===== src/rtl/alu_arbiter.sv =====
`default_nettype none
// ============================================================================
// Module      : alu_arbiter
// Description : Shares one combinational ALU between two requesters
//               (port 0 = fetch/PC-update, port 1 = execute). Round-robin
//               arbitration with an optional bounded lock for back-to-back
//               operations, and a single registered response slot with
//               valid/ready backpressure.
// Ports       : clk, reset                   clock / sync active-high reset
//               reqN_valid/ready/lock        request handshake + lock hint
//               reqN_a/b/ctrl                request operands and ALU code
//               alu_a/b/ctrl                 operands driven to the ALU
//               alu_result/zero              ALU outputs
//               rsp_valid/ready              response slot handshake
//               rsp_id/result/zero           registered response contents
// Revision    : 1.0 - initial release
// ============================================================================
module alu_arbiter #(
    parameter int WIDTH    = 32,
    parameter int CTRL_W   = 4,
    parameter int MAX_LOCK = 4
) (
    input  logic              clk,
    input  logic              reset,
    input  logic              req0_valid,
    output logic              req0_ready,
    input  logic              req0_lock,
    input  logic [WIDTH-1:0]  req0_a,
    input  logic [WIDTH-1:0]  req0_b,
    input  logic [CTRL_W-1:0] req0_ctrl,
    input  logic              req1_valid,
    output logic              req1_ready,
    input  logic              req1_lock,
    input  logic [WIDTH-1:0]  req1_a,
    input  logic [WIDTH-1:0]  req1_b,
    input  logic [CTRL_W-1:0] req1_ctrl,
    output logic [WIDTH-1:0]  alu_a,
    output logic [WIDTH-1:0]  alu_b,
    output logic [CTRL_W-1:0] alu_ctrl,
    input  logic [WIDTH-1:0]  alu_result,
    input  logic              alu_zero,
    output logic              rsp_valid,
    input  logic              rsp_ready,
    output logic              rsp_id,
    output logic [WIDTH-1:0]  rsp_result,
    output logic              rsp_zero
);

    localparam int                 c_cnt_w    = $clog2(MAX_LOCK + 1);
    localparam logic [c_cnt_w-1:0] c_max_lock = c_cnt_w'(MAX_LOCK);
    localparam logic [c_cnt_w-1:0] c_one      = c_cnt_w'(1);

    logic               r_rsp_valid;
    logic               r_rsp_id;
    logic [WIDTH-1:0]   r_rsp_result;
    logic               r_rsp_zero;
    logic               r_last_grant;
    logic [c_cnt_w-1:0] r_lock_cnt;
    logic               r_lock_owner;

    logic w_slot_free;
    logic w_owner_valid;
    logic w_other_valid;
    logic w_lock_hold;
    logic w_lock_yield;
    logic w_gnt;
    logic w_gnt_id;
    logic w_acc;
    logic w_acc_lock;

    assign w_slot_free   = !r_rsp_valid || rsp_ready;
    assign w_owner_valid = r_lock_owner ? req1_valid : req0_valid;
    assign w_other_valid = r_lock_owner ? req0_valid : req1_valid;

    // A non-zero count means the most recent accept asked to keep the grant.
    assign w_lock_hold  = (r_lock_cnt != '0) && w_owner_valid && (r_lock_cnt < c_max_lock);
    // Owner has used all its consecutive grants; a waiting peer must go next.
    assign w_lock_yield = (r_lock_cnt == c_max_lock) && w_other_valid;

    // Grant depends only on state and valids, so it stays put during a stall.
    always_comb begin
        w_gnt    = 1'b0;
        w_gnt_id = 1'b0;
        if (w_lock_hold) begin
            w_gnt    = 1'b1;
            w_gnt_id = r_lock_owner;
        end else if (w_lock_yield) begin
            w_gnt    = 1'b1;
            w_gnt_id = !r_lock_owner;
        end else if (req0_valid && req1_valid) begin
            w_gnt    = 1'b1;
            w_gnt_id = !r_last_grant;
        end else if (req0_valid) begin
            w_gnt    = 1'b1;
            w_gnt_id = 1'b0;
        end else if (req1_valid) begin
            w_gnt    = 1'b1;
            w_gnt_id = 1'b1;
        end
    end

    assign req0_ready = !reset && w_gnt && !w_gnt_id && req0_valid && w_slot_free;
    assign req1_ready = !reset && w_gnt &&  w_gnt_id && req1_valid && w_slot_free;
    assign w_acc      = req0_ready || req1_ready;
    assign w_acc_lock = w_gnt_id ? req1_lock : req0_lock;

    always_comb begin
        alu_a    = '0;
        alu_b    = '0;
        alu_ctrl = '0;
        if (w_gnt) begin
            alu_a    = w_gnt_id ? req1_a    : req0_a;
            alu_b    = w_gnt_id ? req1_b    : req0_b;
            alu_ctrl = w_gnt_id ? req1_ctrl : req0_ctrl;
        end
    end

    // Response slot: an accept reloads it even while it is being drained.
    always_ff @(posedge clk) begin
        if (reset) begin
            r_rsp_valid  <= 1'b0;
            r_rsp_id     <= 1'b0;
            r_rsp_result <= '0;
            r_rsp_zero   <= 1'b0;
        end else if (w_acc) begin
            r_rsp_valid  <= 1'b1;
            r_rsp_id     <= w_gnt_id;
            r_rsp_result <= alu_result;
            r_rsp_zero   <= alu_zero;
        end else if (rsp_ready) begin
            r_rsp_valid  <= 1'b0;
        end
    end

    // Arbitration history: last accepted port and lock run length.
    always_ff @(posedge clk) begin
        if (reset) begin
            r_last_grant <= 1'b1;
            r_lock_cnt   <= '0;
            r_lock_owner <= 1'b0;
        end else if (w_acc) begin
            r_last_grant <= w_gnt_id;
            if (w_acc_lock) begin
                if ((r_lock_cnt != '0) && (r_lock_owner == w_gnt_id)) begin
                    if (r_lock_cnt != c_max_lock) begin
                        r_lock_cnt <= r_lock_cnt + c_one;
                    end
                end else begin
                    r_lock_owner <= w_gnt_id;
                    r_lock_cnt   <= c_one;
                end
            end else begin
                r_lock_cnt <= '0;
            end
        end else if (!w_owner_valid) begin
            // Lock lapses as soon as its owner goes idle.
            r_lock_cnt <= '0;
        end
    end

    assign rsp_valid  = r_rsp_valid;
    assign rsp_id     = r_rsp_id;
    assign rsp_result = r_rsp_result;
    assign rsp_zero   = r_rsp_zero;

endmodule
`default_nettype wire

===== config.mk =====
export PLATFORM = sky130hd
export DESIGN_NAME = alu_arbiter
export DESIGN_NICKNAME = d
export VERILOG_FILES = /design/src/rtl/alu_arbiter.sv
export SDC_FILE = /design/constraint.sdc
export NUM_CORES = 1
export LEC_CHECK = 0
export CELL_PAD_IN_SITES_DETAIL_PLACEMENT = 0
export CELL_PAD_IN_SITES_GLOBAL_PLACEMENT = 1
export CORE_UTILIZATION = 19
export CTS_BUF_LIST = sky130_fd_sc_hd__clkbuf_8
export DETAILED_ROUTE_END_ITERATION = 7
export GPL_TIMING_DRIVEN = 0
export PLACE_DENSITY_LB_ADDON = 0.1
export SYNTH_ARGS = -nofsm -noshare
export SYNTH_HDL_FRONTEND = slang
export SYNTH_SLANG_ARGS = --single-unit

===== constraint.sdc =====
create_clock -name clk -period 6.9 [get_ports clk]
set_clock_uncertainty 0.1 [all_clocks]
set_input_delay 1.38 -clock clk [delete_from_list [all_inputs] [get_ports clk]]
set_output_delay 1.38 -clock clk [all_outputs]
set_load 0.05 [all_outputs]

==> run_results.csv, run 1 <==
group,metric,value,unit
power_and_ir_drop,power,0.000930,W
yosys,synth_xor_area_frac,0,
yosys,syn_avg_cell_area,6.03,µm²
drt,drc,0,
hold_path,hp-class,"flop to flop",
yosys,synth_mux_area_frac,0.00751,
drt,first_pass_iters,5,
global_route,antenna_found_initial,0,
critical_path,max_stage_delay,0.84,ns
critical_path,start_kind,"primary input",
flow_run,drv_cap,0,
place,place_congestion,0.810,
clocking,cts_resized,0,
global_route,grtUsageTotal,0.175,
critical_path,critPathCaptureType,"primary output",
finish,syn2layout_area_growth,115,%
sta,min_period_over_period,0.758,
floorplanning,ios,281,
critical_path,timing.rr.start,"r_lock_cnt[0]$_SDFFE_PP0P_",
clocking,h-tree-depth,2,
floorplanning,die_area,14500,µm²
place,dp.cells,895,
sta,fin_crit,5.23,ns
yosys,synthesis.nets,620,
floorplanning,die_h,120,µm
yosys,synth_top_family_by_area,"simple AND/OR/NAND/NOR gates",
finish,final_cells,902,
yosys,ys_ff_latch,40,
yosys,synth-seq-area-share,0.300,
clocking,cts.clk_slew.worst_paths,0.07,ns
floorplanning,die_x,120,µm
drt,avgRoutedWirePerCell,14.8,µm
critical_path,crit_arrival,3.75,ns
clocking,root_buffer,"clkbuf_8",
global_route,grt_pass1_vias,3969,
clocking,holdBufCountCts,0,
clocking,postCtsSetupBuffers,0,
yosys,synth-edff-count,0,
finish,nNetsFinal,904,
critical_path,cp_slowest_cell,"clkdlybuf4s50_1",
clocking,cts_buffers,5,
yosys,synth_area,2670,µm²
clocking,cts_buffer_depth,2,
sta,setup_viol,0,
yosys,async_reset_ff_frac,0,
global_route,grt_overflow,0,
floorplanning,coreArea,13500,µm²
power_and_ir_drop,cellPowerDensity,162,nW/µm²
floorplanning,start_util,0.198,
clocking,cts_tree,"yes",
global_route,grt_pass1_wl,20500,µm
yosys,synth_cell_types,38,
yosys,yosysWarnings,0,
sta,hold_violations,0,
sta,timing.fmax,191,MHz
outcome,status,"finished, final reports clean",
critical_path,crit_type,"primary input to primary output",
drt,first_iter_violations,134,
finish,final_util,0.427,
place,place_hpwl,10700,µm
sta,worst_pin_slew,0.578,ns
sta,max-slew-margin-rel,0.613,
yosys,yosys.area_share.simple,0.349,
yosys,synth-main-ff-cell,"dfxtp_1",
finish,drive_above_1_share,0.0386,
clocking,clock-sinks,40,
critical_path,critPathMaxFanout,10,
critical_path,path_cells,"buf_4, nor2b_1, a41o_1, a21oi_4, clkbuf_1, nand2_1, a21oi_1, clkdlybuf4s50_1",
yosys,synthesis.instances,442,
clocking,insertion_delay,0.28,ns
drt,via_count,3976,
critical_path,cp.required,5.42,ns
yosys,synthAdderAreaFrac,0.0136,
finish,n_antenna_cell,0,
power_and_ir_drop,power_leakage,2.20,nW
drt,avgViaCountPerCell,4.41,
critical_path,cp-startpoint,"req1_valid",
sta,report.final.slew_viol_count,0,
drt,ant_nets,0,
yosys,synth-compound-area-share,0.260,
hold_path,hold_start,"rsp_result[24]$_SDFFE_PP0P_",
global_route,grt_max_degree,13,
place,port_buffers,277,
sta,tns,0,ns
drt,drt_wl_total,13300,µm
sta,rsz0062_at_grt,"false",
floorplanning,rows,42,
finish,fillers,1402,
power_and_ir_drop,ir_worst_vdd,0.000117,V
-- logic make-up (layout without fill, tap and decap cells) --
logic type | Yosys count | count (layout)
AND/OR/NAND/NOR | 233 | 233
AO/OA/AOI/OAI | 123 | 123
buffers and inverters | 41 | 325
flip-flops | 40 | 40
adder cells (fa/ha/maj) | 3 | 3
multiplexers | 2 | 2
-- synth_stat cells (2+ instances only) --
library cell  instances  area, µm²
a21oi_1             105        526
nand2_1             206        773
nor3_1                4       20.0
clkbuf_1             25       93.8
o21ai_0               3       15.0
mux2i_1               2       20.0
inv_1                 2       7.51
buf_4                 4       30.0
o21bai_1              2       15.0
and3_1                4       25.0
ha_1                  2       25.0
dfxtp_1              40        801
nand4_1               3       18.8
nor2_1                6       22.5
nor2b_1               3       18.8
nand2b_1              2       12.5
buf_2                 8       40.0
-- area by class of cell --
class                   instances  area (µm²)  share of cell area
repair buffers                277        2770               0.483
clock buffers                   5        68.8              0.0120
multi-input cells             361        1680               0.293
plain buffers                  38         175              0.0305
clock inverters                 2        12.5             0.00218
flip-flops and latches         40         801               0.139
inverters                       3        11.3             0.00196
well taps                     176         220              0.0384
-- final timing paths --
kind                                  to  cells past startpoint  slack [ns]
max                             alu_a[4]                      8        1.67
min          rsp_result[24]$_SDFFE_PP0P_                      2        0.36
max reg2reg   r_lock_cnt[0]$_SDFFE_PP0P_                      9        4.54
min reg2reg  rsp_result[24]$_SDFFE_PP0P_                      2        0.36
-- layout by cell type (no fill, tap or decap), types with 2 or more instances in the layout --
cell type / count
clkdlybuf4s50_1: 277
nand2_1: 206
a21oi_1: 105
dfxtp_1: 40
clkbuf_1: 25
buf_2: 8
nor2_1: 6
clkbuf_8: 5
buf_4: 4
and3_1: 4
nor3_1: 4
o21ai_0: 3
nor2b_1: 3
nand4_1: 3
inv_1: 2
nand2b_1: 2
o21bai_1: 2
mux2i_1: 2
ha_1: 2
-- flip-flops by register name, summed over array words and instances (netlist names) --
signal        cells
rsp_result       32
r_lock_cnt        3
r_last_grant      1
r_lock_owner      1
rsp_id            1
rsp_valid         1
rsp_zero          1
-- metal layers --
layer  share of wire  global-route usage
met4          0.0055              0.0170
met1            0.41               0.203
met3           0.085              0.0547
met5               0                   0
met2            0.50               0.324
-- worst max-delay path: cells and delay by family --
kind            cells  cell delay (ns)
buf+inv             3             1.40
simple gates        2             0.23
compound gates      3             0.75
-- stage by stage --
| step | area (µm²) | setup WS [ns] | hold WS (ns) |
|---|---|---|---|
| floorplan | 2670 | 2.18 | 0.409 |
| global placement | 5660 | 1.72 | 0.343 |
| detailed placement | 5660 | 1.65 | 0.346 |
| CTS | 5740 | 1.66 | 0.356 |
| global route | 5740 | 1.48 | 0.372 |
| finish | 5740 | 1.67 | 0.355 |
-- report_power, final --
part / internal [W] / switching [W]
Combinational: 0.000217 / 0.000315
Sequential: 0.000244 / 0.00000728
Clock: 0.0000685 / 0.0000792
Total: 0.000529 / 0.000401
No activity file was read; power rests on OpenSTA's default activity.
==> run 2, diff against run 1 <==
--- a/config.mk
+++ b/config.mk
@@ -7,7 +7,7 @@
 export LEC_CHECK = 0
 export CELL_PAD_IN_SITES_DETAIL_PLACEMENT = 0
 export CELL_PAD_IN_SITES_GLOBAL_PLACEMENT = 1
-export CORE_UTILIZATION = 19
+export CORE_UTILIZATION = 17
 export CTS_BUF_LIST = sky130_fd_sc_hd__clkbuf_8
 export DETAILED_ROUTE_END_ITERATION = 7
 export GPL_TIMING_DRIVEN = 0
==> constraint.sdc (replaced) <==
create_clock -name clk -period 5.1 [get_ports clk]
set_clock_uncertainty 0.1 [all_clocks]
set_input_delay 1.02 -clock clk [delete_from_list [all_inputs] [get_ports clk]]
set_output_delay 1.02 -clock clk [all_outputs]
set_load 0.05 [all_outputs]
==> run_results.csv, run 2 (same netlist as run 1, synthesis figures left out) <==
group,metric,value,unit
critical_path,crit_arrival,3.38,ns
drt,drc,0,
global_route,grt_pass1_vias,3764,
power_and_ir_drop,power_leakage,2.20,nW
critical_path,cp-endpoint,"alu_a[15]",
sta,setup_viol,0,
power_and_ir_drop,swShare,0.433,
drt,avgRoutedWirePerCell,14.3,µm
clocking,clock-sinks,40,
critical_path,crit_buf_inv,4,
clocking,holdBufCountCts,0,
clocking,insertion_delay,0.29,ns
drt,via_count,3916,
critical_path,cp.required,3.98,ns
clocking,cts.clk_slew.worst_paths,0.08,ns
global_route,grtUsageTotal,0.157,
finish,n_antenna_cell,0,
critical_path,crit_family,"buffers and inverters",
critical_path,path_cells,"buf_2, nor2_1, clkbuf_1, clkbuf_1, a21oi_1, clkdlybuf4s50_1",
power_and_ir_drop,p_int,0.000716,W
power_and_ir_drop,clockPowerShare,0.163,
global_route,grt_pass1_wl,20200,µm
critical_path,cp-startpoint,"req0_valid",
power_and_ir_drop,pwr-share-seq,0.269,
floorplanning,coreArea,15300,µm²
power_and_ir_drop,cellPowerDensity,218,nW/µm²
drt,drt_wl_total,13400,µm
floorplanning,die_x,127,µm
critical_path,reg2regPathDepth,9,
drt,first_iter_violations,177,
floorplanning,die_h,127,µm
sta,min_period_over_period,0.881,
place,port_buffers,277,
sta,hold_violations,0,
drt,first_pass_iters,4,
flow_run,drv_cap,0,
hold_path,hp-class,"flop to flop",
clocking,cts_resized,0,
critical_path,rr_endpoint,"r_lock_cnt[0]$_SDFFE_PP0P_",
place,place_hpwl,10800,µm
finish,final_common_cell,"clkdlybuf4s50_1",
finish,final_cell_mix,"clkdlybuf4s50_1, nand2_1, a21oi_1",
critical_path,critPathCaptureType,"primary output",
critical_path,start_kind,"primary input",
clocking,cts_buffers,5,
sta,max-slew-margin-rel,0.531,
clocking,postCtsSetupBuffers,0,
critical_path,cp_slowest_cell,"clkdlybuf4s50_1",
critical_path,cp_common_cell,"clkbuf_1",
sta,timing.fmax,222,MHz
critical_path,reg2reg_slack,2.76,ns
place,place_congestion,0.767,
finish,nNetsFinal,904,
global_route,grt_overflow,0,
critical_path,crit_type,"primary input to primary output",
floorplanning,ios,281,
global_route,grt_max_degree,13,
floorplanning,rows,45,
finish,largest_reg_flops,32,
finish,drive_above_1_share,0.0386,
clocking,cts_tree,"yes",
global_route,antenna_found_initial,0,
critical_path,max_stage_delay,0.75,ns
clocking,h-tree-depth,2,
sta,report.final.slew_viol_count,0,
sta,tns,0,ns
hold_path,hold_start,"rsp_result[20]$_SDFFE_PP0P_",
floorplanning,die_area,16200,µm²
finish,syn2layout_area_growth,117,%
sta,rsz0062_at_grt,"false",
critical_path,cp.depth,6,
critical_path,timing.rr.start,"r_lock_cnt[0]$_SDFFE_PP0P_",
critical_path,critPathMaxFanout,10,
finish,fillers,1611,
sta,fin_crit,4.50,ns
power_and_ir_drop,ir_worst_vdd,0.0000972,V
sta,worst_pin_slew,0.700,ns
floorplanning,start_util,0.175,
drt,ant_nets,0,
clocking,cts_buffer_depth,2,
sta,whs,0.357,ns
clocking,root_buffer,"clkbuf_8",
drt,avgViaCountPerCell,4.18,
power_and_ir_drop,p_switching,0.000547,W
power_and_ir_drop,combPwrFrac,0.568,
outcome,status,"finished, final reports clean",
## run 2: worst min-delay path by stage
stage	to	depth (start not counted)
6_report	rsp_result[20]$_SDFFE_PP0P_	2
3_5_place_dp	rsp_result[20]$_SDFFE_PP0P_	2
2_1_floorplan	r_lock_cnt[1]$_SDFFE_PP0P_	2
3_3_place_gp	rsp_result[1]$_SDFFE_PP0P_	2
4_1_cts	rsp_result[20]$_SDFFE_PP0P_	2
5_1_grt	rsp_result[27]$_SDFFE_PP0P_	2
## run 2: per-layer routing
metal  vias up  GRT usage  share of wire  routed length (µm)
met5         -          0              0                   0
met4         0     0.0322          0.011                 148
met3        11     0.0394          0.075                 998
met2       155      0.295           0.51                6830
met1      1736      0.179           0.40                5410
li1       2014          -              -                   -
## run 2: power by group through the flow
stage	combinational (W)	clock (W)	sequential [W]
floorplan	0.000351	0	0.000401
global placement	0.000720	0	0.000346
detailed placement	0.000723	0	0.000347
CTS	0.000725	0.000217	0.000340
global route	0.000762	0.000232	0.000342
finish	0.000717	0.000206	0.000339
## run 2: cell type report
cell class | instances | area [µm²] | share of cell area
Tap cell | 211 | 264 | 0.0456
Multi-Input combinational cell | 361 | 1680 | 0.290
Buffer | 38 | 175 | 0.0303
Clock buffer | 5 | 68.8 | 0.0119
Sequential cell | 40 | 801 | 0.138
Inverter | 3 | 11.3 | 0.00195
Timing Repair Buffer | 277 | 2770 | 0.479
Clock inverter | 2 | 12.5 | 0.00216
## run 2: stage by stage
| stage | total power (W) | std cells | cell area, µm² | worst slack (ns) | utilization |
|---|---|---|---|---|---|
| floorplan | 0.000752 | 442 | 2670 | 1.10 | - |
| detailed placement | 0.00107 | 930 | 5700 | 0.479 | 0.374 |
| global placement | 0.00107 | 930 | 5700 | 0.441 | 0.374 |
| global route | 0.00134 | 937 | 5780 | 0.306 | 0.379 |
| CTS | 0.00128 | 937 | 5780 | 0.479 | 0.379 |
| finish | 0.00126 | 937 | 5780 | 0.605 | 0.379 |
## run 2: worst min-delay path, cell delays in order, from the launching register on
cell     delay [ns]
dfxtp_1        0.31
nand2_1        0.05
a21oi_1        0.05
==> run 3, diff against run 2 <==
--- a/config.mk
+++ b/config.mk
@@ -7,7 +7,7 @@
 export LEC_CHECK = 0
 export CELL_PAD_IN_SITES_DETAIL_PLACEMENT = 0
 export CELL_PAD_IN_SITES_GLOBAL_PLACEMENT = 1
-export CORE_UTILIZATION = 17
+export CORE_UTILIZATION = 16
 export CTS_BUF_LIST = sky130_fd_sc_hd__clkbuf_8
 export DETAILED_ROUTE_END_ITERATION = 7
 export GPL_TIMING_DRIVEN = 0
==> constraint.sdc (replaced) <==
create_clock -name clk -period 3.6 [get_ports clk]
set_clock_uncertainty 0.1 [all_clocks]
set_input_delay 0.72 -clock clk [delete_from_list [all_inputs] [get_ports clk]]
set_output_delay 0.72 -clock clk [all_outputs]
set_load 0.05 [all_outputs]
==> run_results.csv, run 3 (same netlist as run 1, synthesis figures left out) <==
group,metric,value,unit
outcome,status,"finished, final reports clean",
place,port_buffers,277,
critical_path,crit_type,"flop to primary output",
floorplanning,coreArea,16100,µm²
power_and_ir_drop,cellPowerDensity,311,nW/µm²
sta,fin_ws,0.167,ns
sta,fin_crit,3.43,ns
finish,nNetsFinal,907,
drt,avgViaCountPerCell,4.14,
global_route,grt_pass1_wl,19400,µm
finish,drive_above_1_share,0.144,
critical_path,path_cells,"inv_1, ha_1, maj3_2, a21oi_4, buf_4, nand2_1, a21oi_1, clkdlybuf4s15_2",
finish,final_cell_mix,"clkdlybuf4s50_1, nand2_1, a21oi_1",
sta,setup_viol,0,
clocking,cts_buffers,5,
finish,final_common_cell,"clkdlybuf4s50_1",
clocking,cts.clk_slew.worst_paths,0.08,ns
critical_path,cp.depth,8,
clocking,h-tree-depth,2,
power_and_ir_drop,power_leakage,2.31,nW
floorplanning,ios,281,
flow_run,drv_cap,0,
sta,max-slew-margin-rel,0.594,
place,dp.cells,935,
global_route,grt_overflow,0,
critical_path,crit_arrival,2.61,ns
global_route,grtUsageTotal,0.144,
drt,ant_nets,0,
sta,min_period_over_period,0.954,
critical_path,cp.required,2.78,ns
hold_path,hp-class,"flop to flop",
drt,via_count,3915,
critical_path,max_stage_delay,0.42,ns
clocking,insertion_delay,0.28,ns
finish,n_antenna_cell,0,
hold_path,whs_path_depth,2,
critical_path,cp_slowest_cell,"clkdlybuf4s15_2",
clocking,cts_buffer_depth,2,
clocking,holdBufCountCts,0,
place,place_hpwl,11200,µm
global_route,grt_max_degree,13,
drt,first_iter_violations,136,
critical_path,reg2regPathDepth,9,
sta,timing.fmax,291,MHz
sta,rsz0062_at_grt,"false",
critical_path,crit_family,"buffers and inverters",
critical_path,start_kind,"flop",
place,place_congestion,0.745,
clocking,clock-sinks,40,
critical_path,crit_buf_inv,3,
place,pre_cts_ws,-0.349,ns
sta,report.final.slew_viol_count,0,
clocking,cts_tree,"yes",
critical_path,critPathMaxFanout,10,
finish,syn2layout_area_growth,110,%
drt,drt_wl_total,13900,µm
floorplanning,die_h,131,µm
clocking,root_buffer,"clkbuf_8",
sta,hold_violations,0,
floorplanning,die_x,131,µm
drt,avgRoutedWirePerCell,14.7,µm
power_and_ir_drop,ir_worst_vdd,0.000150,V
drt,first_pass_iters,4,
critical_path,critPathCaptureType,"primary output",
sta,worst_pin_slew,0.606,ns
floorplanning,die_area,17200,µm²
finish,largest_reg_flops,32,
drt,drc,0,
global_route,grt_pass1_vias,3799,
global_route,antenna_found_initial,0,
floorplanning,start_util,0.166,
finish,final_cells,946,
floorplanning,rows,46,
-- run 3: through the flow --
step | total power, W | TNS [ns] | area (µm²) | hold WS, ns | utilization
global placement | 0.00152 | -14.81 | 5710 | 0.342 | 0.356
floorplan | 0.00106 | 0 | 2670 | 0.409 | -
finish | 0.00174 | 0 | 5610 | 0.356 | 0.349
global route | 0.00185 | 0 | 5610 | 0.380 | 0.349
CTS | 0.00178 | 0 | 5720 | 0.359 | 0.356
detailed placement | 0.00152 | -16.22 | 5710 | 0.346 | 0.356
-- run 3: worst min-delay path: stages (launching register included) --
cell     delay, ns
dfxtp_1       0.31
nand2_1       0.05
a21oi_1       0.05
-- run 3: final cells by class --
type                       instances  area (µm²)
fill                            1722       10500
timing repair buffer             280        2570
multi-input combinational        361        1680
sequential                        40         801
tap                              216         270
buffer                            38         193
clock buffer                       5        68.8
clock inverter                     3        16.3
inverter                           3        11.3
-- run 3: what timing repair did --
| item | 4_1_cts | 5_1_grt |
|---|---|---|
| gates resized for setup | 223 | 75 |
| setup endpoints to repair | 70 | 67 |
| pin swaps | 0 | 1 |
| setup buffers | 0 | 3 |
-- run 3: path summary, 6_finish.rpt --
check                                     end  slack (ns)                   startpoint
setup / recovery                    alu_a[22]        0.17   r_lock_cnt[0]$_SDFFE_PP0P_
setup reg to reg   r_lock_cnt[0]$_SDFFE_PP0P_        1.21   r_lock_cnt[0]$_SDFFE_PP0P_
hold / removal    rsp_result[25]$_SDFFE_PP0P_        0.36  rsp_result[25]$_SDFFE_PP0P_
hold reg to reg   rsp_result[25]$_SDFFE_PP0P_        0.36  rsp_result[25]$_SDFFE_PP0P_
-- run 3: power breakdown --
group	internal [W]	switching (W)
Combinational	0.000363	0.000609
Sequential	0.000467	0.0000141
Clock	0.000133	0.000157
Total	0.000963	0.000781
-- run 3: routing by layer --
layer | track usage | up-vias | part of all wire
li1 | - | 2023 | -
met1 | 0.158 | 1729 | 0.39
met2 | 0.273 | 154 | 0.51
met3 | 0.0390 | 9 | 0.083
met4 | 0.0318 | 0 | 0.013
met5 | 0 | - | 0
